$ cat config.mk
export PLATFORM = sky130hd
export DESIGN_NAME = prot_bridge_mc
export DESIGN_NICKNAME = d
export VERILOG_FILES = /design/src/rtl/prot_bridge_mc.sv
export SDC_FILE = /design/constraint.sdc
export NUM_CORES = 1
export LEC_CHECK = 0
export CAP_MARGIN = 30
export CORE_ASPECT_RATIO = 0.9
export CORE_MARGIN = 5
export CORE_UTILIZATION = 50
export DETAILED_ROUTE_END_ITERATION = 8
export GPL_TIMING_DRIVEN = 0
export PLACE_DENSITY = 0.77
export SLEW_MARGIN = 20
export SYNTH_ARGS = -nofsm -noshare
export SYNTH_HDL_FRONTEND = slang
export SYNTH_SLANG_ARGS = --single-unit
$ cat constraint.sdc
create_clock -name CLK -period 2.41 [get_ports CLK]
set_input_delay 0.3615 -clock CLK [delete_from_list [all_inputs] [get_ports CLK]]
set_output_delay 0.3615 -clock CLK [all_outputs]
set_load 0.05 [all_outputs]
$ cat src/rtl/prot_bridge_mc.sv
// Multi-channel protection bridge: key-sequence write lock with idle timeout,
// per-channel result registers and an opcode-selected saturating ALU.
module prot_bridge_mc #(
    parameter  int W   = 8,
    parameter  int NCH = 4,
    parameter  int TMO = 16,
    localparam int CHW = (NCH > 1) ? $clog2(NCH) : 1,
    localparam int TW  = $clog2(TMO)
) (
    input  logic           CLK,
    input  logic           RST,
    input  logic           ENA,
    input  logic [2:0]     OPT,
    input  logic [CHW-1:0] CH,
    input  logic [1:0]     KEY,
    input  logic [W-1:0]   RGA,
    input  logic [W-1:0]   RGB,
    output logic [W-1:0]   RGZ,
    output logic           VLD,
    output logic           ERR,
    output logic           LOCKED
);

    typedef enum logic [1:0] {S_LOCKED, S_ARM, S_OPEN} state_t;

    state_t        state_q, state_d;
    logic [TW-1:0] idle_q, idle_d;
    logic [W-1:0]  rgz_q, rgz_d;
    logic          vld_q, vld_d;
    logic          err_q, err_d;
    logic [W-1:0]  chreg_q [NCH];

    logic [W-1:0]  rd_val;
    logic          ch_ok;
    logic [W-1:0]  alu_r;
    logic [W:0]    sum;
    logic          wr_en;

    // Channel mux by compare so a non-power-of-2 NCH never indexes past the array.
    always_comb begin
        rd_val = '0;
        ch_ok  = 1'b0;
        for (int i = 0; i < NCH; i++) begin
            if (CH == CHW'(i)) begin
                rd_val = chreg_q[i];
                ch_ok  = 1'b1;
            end
        end
    end

    always_comb begin
        sum = {1'b0, RGA} + {1'b0, RGB};
        case (OPT)
            3'd0:    alu_r = RGA;
            3'd1:    alu_r = RGA & RGB;
            3'd2:    alu_r = RGA | RGB;
            3'd3:    alu_r = RGA ^ RGB;
            3'd4:    alu_r = sum[W] ? '1 : sum[W-1:0];
            3'd5:    alu_r = (RGA > RGB) ? (RGA - RGB) : '0;
            3'd6:    alu_r = ~RGA;
            default: alu_r = rd_val;
        endcase
    end

    always_comb begin
        state_d = state_q;
        idle_d  = idle_q;
        rgz_d   = rgz_q;
        vld_d   = 1'b0;
        err_d   = 1'b0;
        wr_en   = 1'b0;
        if (ENA) begin
            idle_d = '0;
            case (state_q)
                S_LOCKED: begin
                    if (KEY == 2'b01) begin
                        state_d = S_ARM;
                    end else if (KEY == 2'b00 && OPT == 3'd7 && ch_ok) begin
                        rgz_d = rd_val;
                        vld_d = 1'b1;
                    end else begin
                        err_d = 1'b1;
                    end
                end
                S_ARM: begin
                    if (KEY == 2'b10) begin
                        state_d = S_OPEN;
                    end else begin
                        state_d = S_LOCKED;
                        err_d   = 1'b1;
                    end
                end
                S_OPEN: begin
                    case (KEY)
                        2'b00: begin
                            if (!ch_ok) begin
                                err_d = 1'b1;
                            end else begin
                                rgz_d = alu_r;
                                vld_d = 1'b1;
                                wr_en = (OPT != 3'd7);
                            end
                        end
                        2'b11:   state_d = S_LOCKED;
                        default: err_d = 1'b1;
                    endcase
                end
                default: state_d = S_LOCKED;
            endcase
        end else if (state_q != S_LOCKED) begin
            // Fires on the edge that completes the TMO-th consecutive idle cycle.
            if (idle_q == TW'(TMO - 1)) begin
                state_d = S_LOCKED;
                idle_d  = '0;
            end else begin
                idle_d = idle_q + TW'(1);
            end
        end
    end

    always_ff @(posedge CLK) begin
        if (!RST) begin
            state_q <= S_LOCKED;
            idle_q  <= '0;
            rgz_q   <= '0;
            vld_q   <= 1'b0;
            err_q   <= 1'b0;
            for (int i = 0; i < NCH; i++) chreg_q[i] <= '0;
        end else begin
            state_q <= state_d;
            idle_q  <= idle_d;
            rgz_q   <= rgz_d;
            vld_q   <= vld_d;
            err_q   <= err_d;
            for (int i = 0; i < NCH; i++) begin
                if (wr_en && CH == CHW'(i)) chreg_q[i] <= alu_r;
            end
        end
    end

    assign RGZ    = rgz_q;
    assign VLD    = vld_q;
    assign ERR    = err_q;
    assign LOCKED = (state_q == S_LOCKED);

endmodule
## Yosys cells after proc, flatten, opt, wreduce, memory -nomap -nowiden

Memory sizes are Yosys's and may differ from the RTL's.
Index checks and enable logic that the tools add are counted.

- Register bits: 16
- Logic and storage cells: 116
- Memories: 1
- RAM bits: 32
- Input bits: 26

Memory list:

| name | words | bits a word | rd ports | clocked after memory_dff | write ports | line | source |
|---|---|---|---|---|---|---|---|
| chreg_q | 4 | 8 | 4 | 0 | 4 | 31 | `logic [W-1:0] chreg_q [NCH];` |

- Equal/unequal tests: 23
- $lt $le $gt $ge: 1
- Reduce and logical (&&, ||, !) cells: 18
- Bitwise logic cells: 9
- Add/sub/neg operators: 3
- Multiplexer cells: 56

Operators by type and width:

| cell | count |
|---|---|
| 8-bit two-way mux | 14 |
| 8-bit case mux with 7 select lines | 1 |
| 1-bit two-way mux | 29 |
| 8-bit case mux with 2 select lines | 1 |
| 3-bit == test, second input constant | 4 |
| 2-bit two-way mux | 6 |
| 2-bit == test, second input constant | 5 |
| 8-bit by 8-bit adder with 9-bit output | 1 |
| 8-bit bitwise AND | 1 |
| 8-bit > comparator | 1 |
| 8-bit inverter | 1 |
| 8-bit bitwise OR | 1 |
| 2-bit nonzero test | 4 |
| 8-bit subtractor | 1 |
| 8-bit bitwise XOR | 1 |
| 2-bit by 1-bit == test with 1-bit output, second input constant | 3 |
| 3-bit by 2-bit == test with 1-bit output, second input constant | 2 |
| 1-bit logical AND | 6 |
| 2-bit logical NOT | 3 |
| 2-bit != test, second input constant | 3 |
| 3-bit by 2-bit != test with 1-bit output, second input constant | 2 |
| 2-bit case mux with 3 select lines | 1 |
| 6-bit AND reduction | 1 |
| 4-bit by 1-bit adder with 4-bit output, second input constant | 1 |
| 13 further kinds | 17 |

## Depth between registers and ports, before layout

Gate-level depths: netlist of the first run.

- Depth after elaboration: 14
- Mapped depth: 9
- Gate-level depth less buffers: 9

## Worst setup path before layout of the first run

Ideal clock, no wire load.

- Kind: input -> register
- Start: input RGA[0]
- End: memory chreg_q[1][2] (data pin)
- Arrival time: 2359 ps
- Stages: 8
- Path slack: -212 ps
- Library setup time: 263 ps
- Path buffers: 0
- Cells stage by stage: ha_1 fa_1 a21o_1 a221oi_4 o2bb2ai_2 or4_1 o22ai_2 nor2_1

RTL lines:

| what | line | source |
|---|---|---|
| start, declared | 16 | `input logic [W-1:0] RGA,` |
| end, declared | 31 |  |

==> metrics.cfg, run 1 <==
[status]
run_status=finished, final reports clean

[placement]
dpl.cell_count=530
placement.io_buffers=33
dp.final_hpwl_um=7380
gpl.final_weighted_congestion=0.951
placed_cell_area_um2=4220

[floorplanning]
initial_core_utilization_pct=52.2
number_of_core_rows=29
chipWidth_um=101
die_y_um=91.9
die-area_um2=9290
design.portCount=37
fp.coreArea_um2=7150

[synth]
synth-async-reset-ratio_pct=0
combinational_family_with_the_most_area_after_synthesis=compound AO/OA/AOI/OAI gates
ys.flop_type=sky130_fd_sc_hd__edfxtp_1
synth_nets=461
ys_seq_area_share_pct=34.4
portion_of_netlist_area_occupied_by_mux_cells_pct=6.61
syn-mean-instance-area_um2=9.23
netlist_area_um2=3730
synthSimpleGateAreaFrac_pct=19.4
post_synth_xor_area_fraction_pct=2.35
synth.distinct_cells=67
synth_compound_area_share_pct=20.6
synth-adder-area-share_pct=10.8
post_synth_inst_count=404
yosys_register_bits=48
synth-edff-count=32
yosysWarnings=0

[critical_path]
cp_max_fo=5
worst_path_required_time_ns=2.47
category_of_the_worst_setup_path_launch_point=input port
worst_path_cell_trace=buf_6, ha_4, fa_2, a21o_4, a221oi_4, buf_6, o2111ai_2, and3b_2, a211oi_4, nor2_1
critical_path.most_common_cell=sky130_fd_sc_hd__buf_6
crit_path_top_delay_cell=sky130_fd_sc_hd__fa_2
critPathMaxStageDelay_ns=0.36
arrival_ns=2.46
timing.setup.critical_path_class=in2reg
worstSetupEndpointType=register

[clock_tree]
cts.clk_slew.worst_paths_ns=0.10
insertion_delay_ns=0.31
tritoncts_num_sinks=48
clock-root-buffer=sky130_fd_sc_hd__clkbuf_8
cts_hold_repair.buffers=0
clock_path_buffers=2
cts_inserted_buffers=5
h-tree-depth=2
cts_tree=done

[min_path]
worst_hold_path_type=reg2reg

[sta]
finalSetupViolations=0
setup_tns_ns=0
actual_slew_at_the_worst_max_slew_pin_ns=0.755
max_clock_freq_mhz=416
finalHoldViolCount=0
period_share_pct=99.8
max_slew_violation_count=0
slew_headroom_pct=49.6
clock_skew_ns=0.0117
final.min_clock_period_ns=2.41

[grt]
track_usage_pct=22.7
globalRoute.totalOverflow=0
via_count_of_the_first_global_routing_pass=3320
first_pass_grt_wire_length_um=16800
pin_count_of_the_biggest_net_entering_global_routing=17
grt_antenna_before_repair=0

[pwr]
power_density_nw_per_um2=465
leakagePower_nw=1.83
vdd_ir_drop_max_uv=416

[layout]
leading_cell_type_in_the_layout_fill_and_taps_excluded=sky130_fd_sc_hd__nor2_1
antenna-diode-count=0
flow.area_growth_from_synthesis_pct=30.1
fillerInstances=522
most-common-layout-cells=sky130_fd_sc_hd__nor2_1 (55), sky130_fd_sc_hd__edfxtp_1 (32), sky130_fd_sc_hd__a21oi_1 (22)
final_cell_count_no_fill=553
nets=516
postLayoutCellArea_um2=4850
drive_gt1_share_pct=28.9

[routing]
drt-initial-drc-count=450
avgViaCountPerCell=6.35
post-route-drc-count=0
route.final.wire_length_um=10900
final_antenna_net_count=0
per_cell_routed_wire_length_um=19.7
via_count=3514
detail_route.first_pass.iterations=5

[job]
max-cap-violations=0

-- synthesized netlist by cell type (all sizes together), types with 3 or more instances --
cell / n / share of area, %
a211o: 5 / 1.2
a211oi: 5 / 1.1
a21o: 4 / 0.81
a21oi: 23 / 3.1
a221oi: 3 / 1.3
a22oi: 3 / 0.60
a31oi: 5 / 0.84
and3: 7 / 1.2
buf: 13 / 2.1
clkbuf: 11 / 1.1
dfxtp: 16 / 8.6
edfxtp: 32 / 26
ha: 29 / 9.7
inv: 27 / 2.7
mux2: 3 / 0.91
mux4: 9 / 5.4
nand2: 21 / 2.1
nand2b: 8 / 1.3
nand3: 7 / 0.94
nor2: 56 / 5.6
nor2b: 7 / 1.2
nor3: 14 / 2.0
nor3b: 4 / 1.1
nor4: 3 / 0.50
o211ai: 4 / 0.81
o21ai: 22 / 3.0
o22ai: 7 / 1.5
o31a: 3 / 0.74
o31ai: 4 / 0.81
or3: 6 / 1.0
xnor2: 7 / 1.6
xor2: 3 / 0.70
-- cells by family after synthesis --
| logic type | count (synthesis) |
|---|---|
| AO/OA/AOI/OAI | 106 |
| XOR/XNOR | 10 |
| adder cells (fa/ha/maj) | 31 |
| buffers and inverters | 51 |
| flip-flops | 48 |
| multiplexers | 13 |
| AND/OR/NAND/NOR | 145 |
-- sequential cells by signal, indices dropped and copies added, names as in the netlist --
register,count
RGZ,8
idle_q,4
VLD,1
chreg_q,32
ERR,1
state_q,2
-- what timing repair did --
action / CTS / global route
pin swaps: 24 / 15
setup endpoints to repair: 73 / 71
buffers inserted: 16 / 6
gates resized for setup: 101 / 30
cloned: 1 / 0
-- path summary, 6_finish.rpt --
kind	from	to	slack (ns)	cells after the start
worst max-delay path	RGB[0]	chreg_q[1][7]$_SDFFCE_PN0P_	0.004	10
worst min-delay path	RGZ[6]$_SDFFE_PN0P_	RGZ[6]$_SDFFE_PN0P_	0.49	2
worst max register to register	state_q[1]$_SDFFE_PN0P_	chreg_q[0][3]$_SDFFCE_PN0P_	0.39	5
worst min register to register	RGZ[6]$_SDFFE_PN0P_	RGZ[6]$_SDFFE_PN0P_	0.49	2
-- layer usage --
layer  track usage, %  share of wire (%)
met5                0                  0
met1             32.8                 43
met3             3.41                8.1
met4             6.76                2.4
met2             35.3                 47
-- power by group --
part	total, mW	internal (mW)	switching [mW]
registers	0.907	0.898	0.00891
clock network	0.610	0.313	0.297
logic	0.739	0.318	0.421
-- cell type report --
type                            instances  area, µm²  area share [%]
Sequential cell                        48       1280            26.4
Buffer                                 16       91.3            1.88
Inverter                               27        101            2.09
Clock inverter                          3       46.3           0.954
Clock buffer                            5       68.8            1.42
Timing Repair Buffer                   56        505            10.4
Tap cell                               93        116            2.40
Multi-Input combinational cell        305       2640            54.4
-- stage by stage --
step / worst slack [ns] / util [%] / hold WS [ns] / total power, mW
detailed placement: -1.07 / 59.1 / 0.468 / 1.49
floorplan: -0.00104 / - / 0.461 / 1.31
global route: -0.0194 / 67.9 / 0.500 / 2.33
CTS: 0.000269 / 66.7 / 0.482 / 2.20
finish: 0.00404 / 67.9 / 0.494 / 2.26
global placement: -0.966 / 59.0 / 0.454 / 1.48
-- worst max-delay path, delay by kind of cell --
family                     cells  cell delay (ns)
AOI/OAI and AO/OA              4             0.98
adders and majority gates      2             0.52
and+or+nand+nor                2             0.33
buffers and inverters          2             0.27
Note: power is estimated with default switching activity, not from simulation.
==> inputs of run 2 (changes only) <==
--- a/config.mk
+++ b/config.mk
@@ -11,7 +11,7 @@
 export CORE_UTILIZATION = 50
 export DETAILED_ROUTE_END_ITERATION = 8
 export GPL_TIMING_DRIVEN = 0
-export PLACE_DENSITY = 0.77
+export PLACE_DENSITY = 0.78
 export SLEW_MARGIN = 20
 export SYNTH_ARGS = -nofsm -noshare
 export SYNTH_HDL_FRONTEND = slang
==> run 2 against run 1 <==
Compared with the run above: the flow now finishes with violations (setup timing); combinational power up 2%; critical path depth unchanged; global-route usage up 0.27 points; critical endpoint is now chreg_q[3][7]$_SDFFCE_PN0P_; sequential power about the same.
==> metrics.cfg, run 2 (synthesis gave the netlist of run 1 again) <==
[floorplanning]
chipWidth_um=101
die-area_um2=9290
design.portCount=37
fp.coreArea_um2=7150
initial_core_utilization_pct=52.2
die_y_um=91.9
number_of_core_rows=29

[critical_path]
worst_path_required_time_ns=2.46
worst-path-stages=10
worstSetupEndpointType=register
timing.reg2reg.worst_path_depth=6
timing.critical_path.to=chreg_q[3][7]$_SDFFCE_PN0P_
timing.setup.critical_path_class=in2reg
critPathTopFamily=buffers and inverters
critPathMaxStageDelay_ns=0.51
category_of_the_worst_setup_path_launch_point=input port
worst_r2r_endpoint=chreg_q[0][2]$_SDFFCE_PN0P_
cp_max_fo=6
worst_setup_path_startpoint=RGB[7]
slack_of_the_worst_reg_to_reg_path_ns=0.24
arrival_ns=2.46
worst_path_cell_trace=clkdlybuf4s50_1, inv_2, ha_4, buf_4, inv_1, nor3_1, o2111ai_1, and3b_2, a211oi_4, nor2_1
worstPathBufferInverterCount=4
timing.rr.start=state_q[1]$_SDFFE_PN0P_
crit_path_top_delay_cell=sky130_fd_sc_hd__clkdlybuf4s50_1

[sta]
fin_ws_ns=-0.00287
grt_setup_unrepaired=true
finalSetupViolations=2
clock_skew_ns=0.00526
actual_slew_at_the_worst_max_slew_pin_ns=0.756
period_share_pct=100
final.min_clock_period_ns=2.41
finalHoldViolCount=0
max_slew_violation_count=0
max_clock_freq_mhz=414
slew_headroom_pct=49.6
setup_tns_ns=-0.00506

[placement]
preCtsSetupSlack_ns=-1.06
gpl.final_weighted_congestion=0.949
dpl.cell_count=530
dp.final_hpwl_um=7450
placement.io_buffers=33

[routing]
via_count=3607
route.final.wire_length_um=11400
post-route-drc-count=0
detail_route.first_pass.iterations=6
final_antenna_net_count=0
drt-initial-drc-count=469
avgViaCountPerCell=6.45
per_cell_routed_wire_length_um=20.4

[min_path]
worst_hold_path_type=reg2reg
worst_hold_path.num_cells=2

[pwr]
power.total_mw=2.15
power_density_nw_per_um2=438
p_switching_uw=721
vdd_ir_drop_max_uv=374
p_comb_share_pct=35.2
reg_power_share_pct=42.3
internal_power_mw=1.43
power.share.switching_pct=33.6
power.share.clock_pct=22.5
leakagePower_nw=1.86

[clock_tree]
tritoncts_num_sinks=48
clock-root-buffer=sky130_fd_sc_hd__clkbuf_8
cts.clk_slew.worst_paths_ns=0.09
clock_path_buffers=2
cts_inserted_buffers=5
insertion_delay_ns=0.30
h-tree-depth=2
cts_hold_repair.buffers=0
cts_tree=done

[status]
run_status=complete, but fails checks
failed_checks=setup timing

[layout]
flow.area_growth_from_synthesis_pct=31.3
largest_register_ffs=32
fillerInstances=529
regArea_um2=1280
regMostFlops=chreg_q
antenna-diode-count=0
final_core_util_pct=68.5
leading_cell_type_in_the_layout_fill_and_taps_excluded=sky130_fd_sc_hd__nor2_1
most-common-layout-cells=sky130_fd_sc_hd__nor2_1 (54), sky130_fd_sc_hd__edfxtp_1 (32), sky130_fd_sc_hd__buf_4 (24)
multiInputGateArea_um2=2680
drive_gt1_share_pct=30.5
nets=522
final_cell_count_no_fill=559

[grt]
track_usage_pct=23.0
first_pass_grt_wire_length_um=16900
grt_antenna_before_repair=0
globalRoute.totalOverflow=0
pin_count_of_the_biggest_net_entering_global_routing=15
via_count_of_the_first_global_routing_pass=3327

[job]
max-cap-violations=0

-- run 2: cell types whose count changed in the layout (fill, tap and decap cells not counted), moves of 2 or more --
| cell | change |
|---|---|
| sky130_fd_sc_hd__buf_2 | -5 |
| sky130_fd_sc_hd__buf_4 | +6 |
| sky130_fd_sc_hd__clkbuf_1 | +2 |
| sky130_fd_sc_hd__clkbuf_2 | +2 |
| sky130_fd_sc_hd__clkbuf_4 | +2 |
| sky130_fd_sc_hd__nor2b_1 | -2 |
| sky130_fd_sc_hd__nor2b_2 | +2 |
-- run 2: repair_timing --
item	4_1_cts	5_1_grt
gates resized for setup	97	44
buffers inserted	13	13
gates cloned	1	0
pin swaps	25	24
endpoints found under the setup margin	72	72
-- run 2: cell type report --
type / count / area share, %
timing repair buffer: 60 / 10.9
clock inverter: 2 / 0.230
multi-input combinational: 305 / 54.6
clock buffer: 6 / 1.48
tap: 93 / 2.38
buffer: 18 / 2.10
inverter: 27 / 2.07
sequential: 48 / 26.2
-- run 2: worst reg2reg max path: cells and delay by family (launching register included) --
family | cells | cell delay, ns
flops | 1 | 0.32
buf+inv | 3 | 0.81
simple gates | 2 | 0.45
compound gates | 1 | 0.31
-- run 2: through the flow --
step / hold slack [ns] / cell area, µm²
after global placement: 0.454 / 4220
after CTS: 0.471 / 4660
after floorplan: 0.461 / 3770
after detailed placement: 0.460 / 4220
after global routing: 0.535 / 4900
final: 0.475 / 4900
-- run 2: how the worst min path moves through the flow --
stage	to	start	slack (ns)
after global routing	RGZ[6]$_SDFFE_PN0P_	RGZ[6]$_SDFFE_PN0P_	0.53
after detailed placement	RGZ[6]$_SDFFE_PN0P_	RGZ[6]$_SDFFE_PN0P_	0.46
after global placement	RGZ[6]$_SDFFE_PN0P_	RGZ[6]$_SDFFE_PN0P_	0.45
final	RGZ[6]$_SDFFE_PN0P_	RGZ[6]$_SDFFE_PN0P_	0.47
after floorplan	idle_q[1]$_SDFFE_PP0N_	idle_q[1]$_SDFFE_PP0N_	0.46
after CTS	RGZ[6]$_SDFFE_PN0P_	RGZ[6]$_SDFFE_PN0P_	0.47
-- run 2: per-layer routing --
metal  GRT usage (%)  vias up  part of all wire [%]
met2            35.6      260                    46
met3            4.02       39                    10
met4            7.31        0                   2.6
met5               0        -                     0
li1                -     1602                     -
met1            32.7     1706                    40
-- run 2: power by group through the flow --
stage	clock network [mW]	registers, mW	logic, mW
finish	0.482	0.908	0.756
global route	0.515	0.910	0.799
CTS	0.477	0.908	0.671
detailed placement	0	0.927	0.563
global placement	0	0.925	0.552
floorplan	0	0.935	0.379
==> inputs of run 3 (changes only) <==
--- a/config.mk
+++ b/config.mk
@@ -8,10 +8,10 @@
 export CAP_MARGIN = 30
 export CORE_ASPECT_RATIO = 0.9
 export CORE_MARGIN = 5
-export CORE_UTILIZATION = 50
+export CORE_UTILIZATION = 35
 export DETAILED_ROUTE_END_ITERATION = 8
 export GPL_TIMING_DRIVEN = 0
-export PLACE_DENSITY = 0.78
+export PLACE_DENSITY = 0.59
 export SLEW_MARGIN = 20
 export SYNTH_ARGS = -nofsm -noshare
 export SYNTH_HDL_FRONTEND = slang
==> run 3 against run 2 <==
Compared with the run above: critical path type unchanged; first-iteration DRC count decreased by 19%; sequential share of layout area decreased by 1.6 points; the flow still finishes with violations (setup timing); power increased by 26%.
==> metrics.cfg, run 3 (synthesis gave the netlist of run 1 again) <==
[grt]
grt_antenna_before_repair=0
via_count_of_the_first_global_routing_pass=3446
track_usage_pct=17.2
pin_count_of_the_biggest_net_entering_global_routing=16
first_pass_grt_wire_length_um=17700
globalRoute.totalOverflow=0

[clock_tree]
insertion_delay_ns=0.29
cts_inserted_buffers=5
cts_tree=done
clock-root-buffer=sky130_fd_sc_hd__clkbuf_16
h-tree-depth=2
cts_hold_repair.buffers=0
clock_path_buffers=2
cts.clk_slew.worst_paths_ns=0.07
tritoncts_num_sinks=48

[min_path]
hold_start=RGZ[6]$_SDFFE_PN0P_
worst_hold_path_type=reg2reg

[routing]
per_cell_routed_wire_length_um=18.7
route.final.wire_length_um=11300
post-route-drc-count=0
via_count=3457
final_antenna_net_count=0
avgViaCountPerCell=5.70
detail_route.first_pass.iterations=5
drt-initial-drc-count=380

[sta]
slew_headroom_pct=48.2
final.hold.worst_slack_ns=0.478
max_slew_violation_count=0
clock_skew_ns=0.00884
final.min_clock_period_ns=2.41
grt_setup_unrepaired=true
period_share_pct=100
finalSetupViolations=1
actual_slew_at_the_worst_max_slew_pin_ns=0.776
fin_ws_ns=-0.00196
finalHoldViolCount=0
max_clock_freq_mhz=415

[layout]
final_core_util_pct=50.5
most-common-layout-cells=sky130_fd_sc_hd__nor2_1 (55), sky130_fd_sc_hd__edfxtp_1 (32), sky130_fd_sc_hd__buf_4 (32)
fillerInstances=918
antenna-diode-count=0
leading_cell_type_in_the_layout_fill_and_taps_excluded=sky130_fd_sc_hd__nor2_1
regMostFlops=chreg_q
largest_register_ffs=32
flow.area_growth_from_synthesis_pct=39.9
drive_gt1_share_pct=33.5
nets=533
postLayoutCellArea_um2=5220

[critical_path]
timing.rr.start=state_q[1]$_SDFFE_PN0P_
arrival_ns=2.44
category_of_the_worst_setup_path_launch_point=input port
timing.setup.critical_path_class=in2reg
slack_of_the_worst_reg_to_reg_path_ns=0.35
worst_r2r_endpoint=chreg_q[3][5]$_SDFFCE_PN0P_
worst_setup_path_startpoint=RGA[0]
worst_path_required_time_ns=2.44
cp_max_fo=5
timing.critical_path.to=chreg_q[2][7]$_SDFFCE_PN0P_
worstSetupEndpointType=register
timing.reg2reg.worst_path_depth=5

[floorplanning]
number_of_core_rows=35
chipWidth_um=119
initial_core_utilization_pct=36.1
die-area_um2=12800
design.portCount=37
fp.coreArea_um2=10300
die_y_um=108

[pwr]
vdd_ir_drop_max_uv=359
leakagePower_nw=2.01
power_density_nw_per_um2=520

[placement]
gpl.final_weighted_congestion=0.894
dp.final_hpwl_um=7740
placement.io_buffers=33
placed_cell_area_um2=4270

[job]
max-cap-violations=0

[status]
failed_checks=setup timing
run_status=complete, but fails checks

==> run 3: cell count changes in the layout (fill, tap and decap cells not counted), moves of 5 or more <==
cell / delta
sky130_fd_sc_hd__clkbuf_16: +5
sky130_fd_sc_hd__clkbuf_8: -5
sky130_fd_sc_hd__buf_4: +8
sky130_fd_sc_hd__buf_2: +5
==> run 3: metrics by stage <==
| stage | instances | setup WS [ns] | power (mW) | setup TNS (ns) |
|---|---|---|---|---|
| floorplan | 404 | -0.00104 | 1.31 | -0.00104 |
| global placement | 566 | -1.07 | 1.48 | -63.09 |
| detailed placement | 566 | -1.11 | 1.49 | -52.96 |
| CTS | 596 | -0.0137 | 2.64 | -0.0577 |
| global route | 606 | -0.0788 | 2.81 | -0.360 |
| finish | 606 | -0.00196 | 2.71 | -0.00196 |
==> run 3: what timing repair did <==
action | 4_1_cts | 5_1_grt
pin swaps | 26 | 26
setup endpoints to repair | 72 | 72
cloned | 1 | 0
resized for setup | 111 | 48
buffers inserted | 24 | 13
==> run 3: worst max-delay path, cell delays in order <==
cell and delay (ns):
sky130_fd_sc_hd__buf_8 0.10, sky130_fd_sc_hd__ha_4 0.15, sky130_fd_sc_hd__fa_2 0.35, sky130_fd_sc_hd__a21o_1 0.22, sky130_fd_sc_hd__a221oi_4 0.33, sky130_fd_sc_hd__buf_6 0.16, sky130_fd_sc_hd__o2111ai_2 0.11, sky130_fd_sc_hd__and3b_2 0.24
sky130_fd_sc_hd__a211oi_4 0.33, sky130_fd_sc_hd__nor2_1 0.08
==> run 3: final cells by class <==
| type | instances | area (µm²) | area share (%) |
|---|---|---|---|
| clock buffer | 5 | 125 | 2.40 |
| buffer | 18 | 116 | 2.23 |
| timing repair buffer | 71 | 647 | 12.4 |
| tap | 129 | 161 | 3.09 |
| clock inverter | 3 | 90.1 | 1.73 |
| sequential | 48 | 1280 | 24.6 |
| multi-input combinational | 305 | 2690 | 51.6 |
| inverter | 27 | 104 | 1.99 |
==> run 3: layer usage <==
layer / up-vias / track usage (%) / wire length [µm]
li1: 1633 / - / -
met5: - / 0 / 0
met3: 15 / 3.40 / 698
met1: 1681 / 22.8 / 5000
met2: 128 / 29.2 / 5470
met4: 0 / 4.05 / 142
==> run 3: report_power, final <==
group / total (mW) / switching (mW) / internal [mW]
clock network: 1.01 / 0.307 / 0.699
logic: 0.798 / 0.438 / 0.360
registers: 0.907 / 0.00808 / 0.899
total: 2.71 / 0.754 / 1.96
==> run 3: how the worst min path moves through the flow <==
stage / to / slack, ns / cells past startpoint
3_5_place_dp: RGZ[6]$_SDFFE_PN0P_ / 0.47 / 2
2_1_floorplan: idle_q[1]$_SDFFE_PP0N_ / 0.46 / 2
6_report: RGZ[6]$_SDFFE_PN0P_ / 0.48 / 2
3_3_place_gp: RGZ[6]$_SDFFE_PN0P_ / 0.46 / 2
4_1_cts: RGZ[6]$_SDFFE_PN0P_ / 0.48 / 2
5_1_grt: RGZ[6]$_SDFFE_PN0P_ / 0.52 / 2
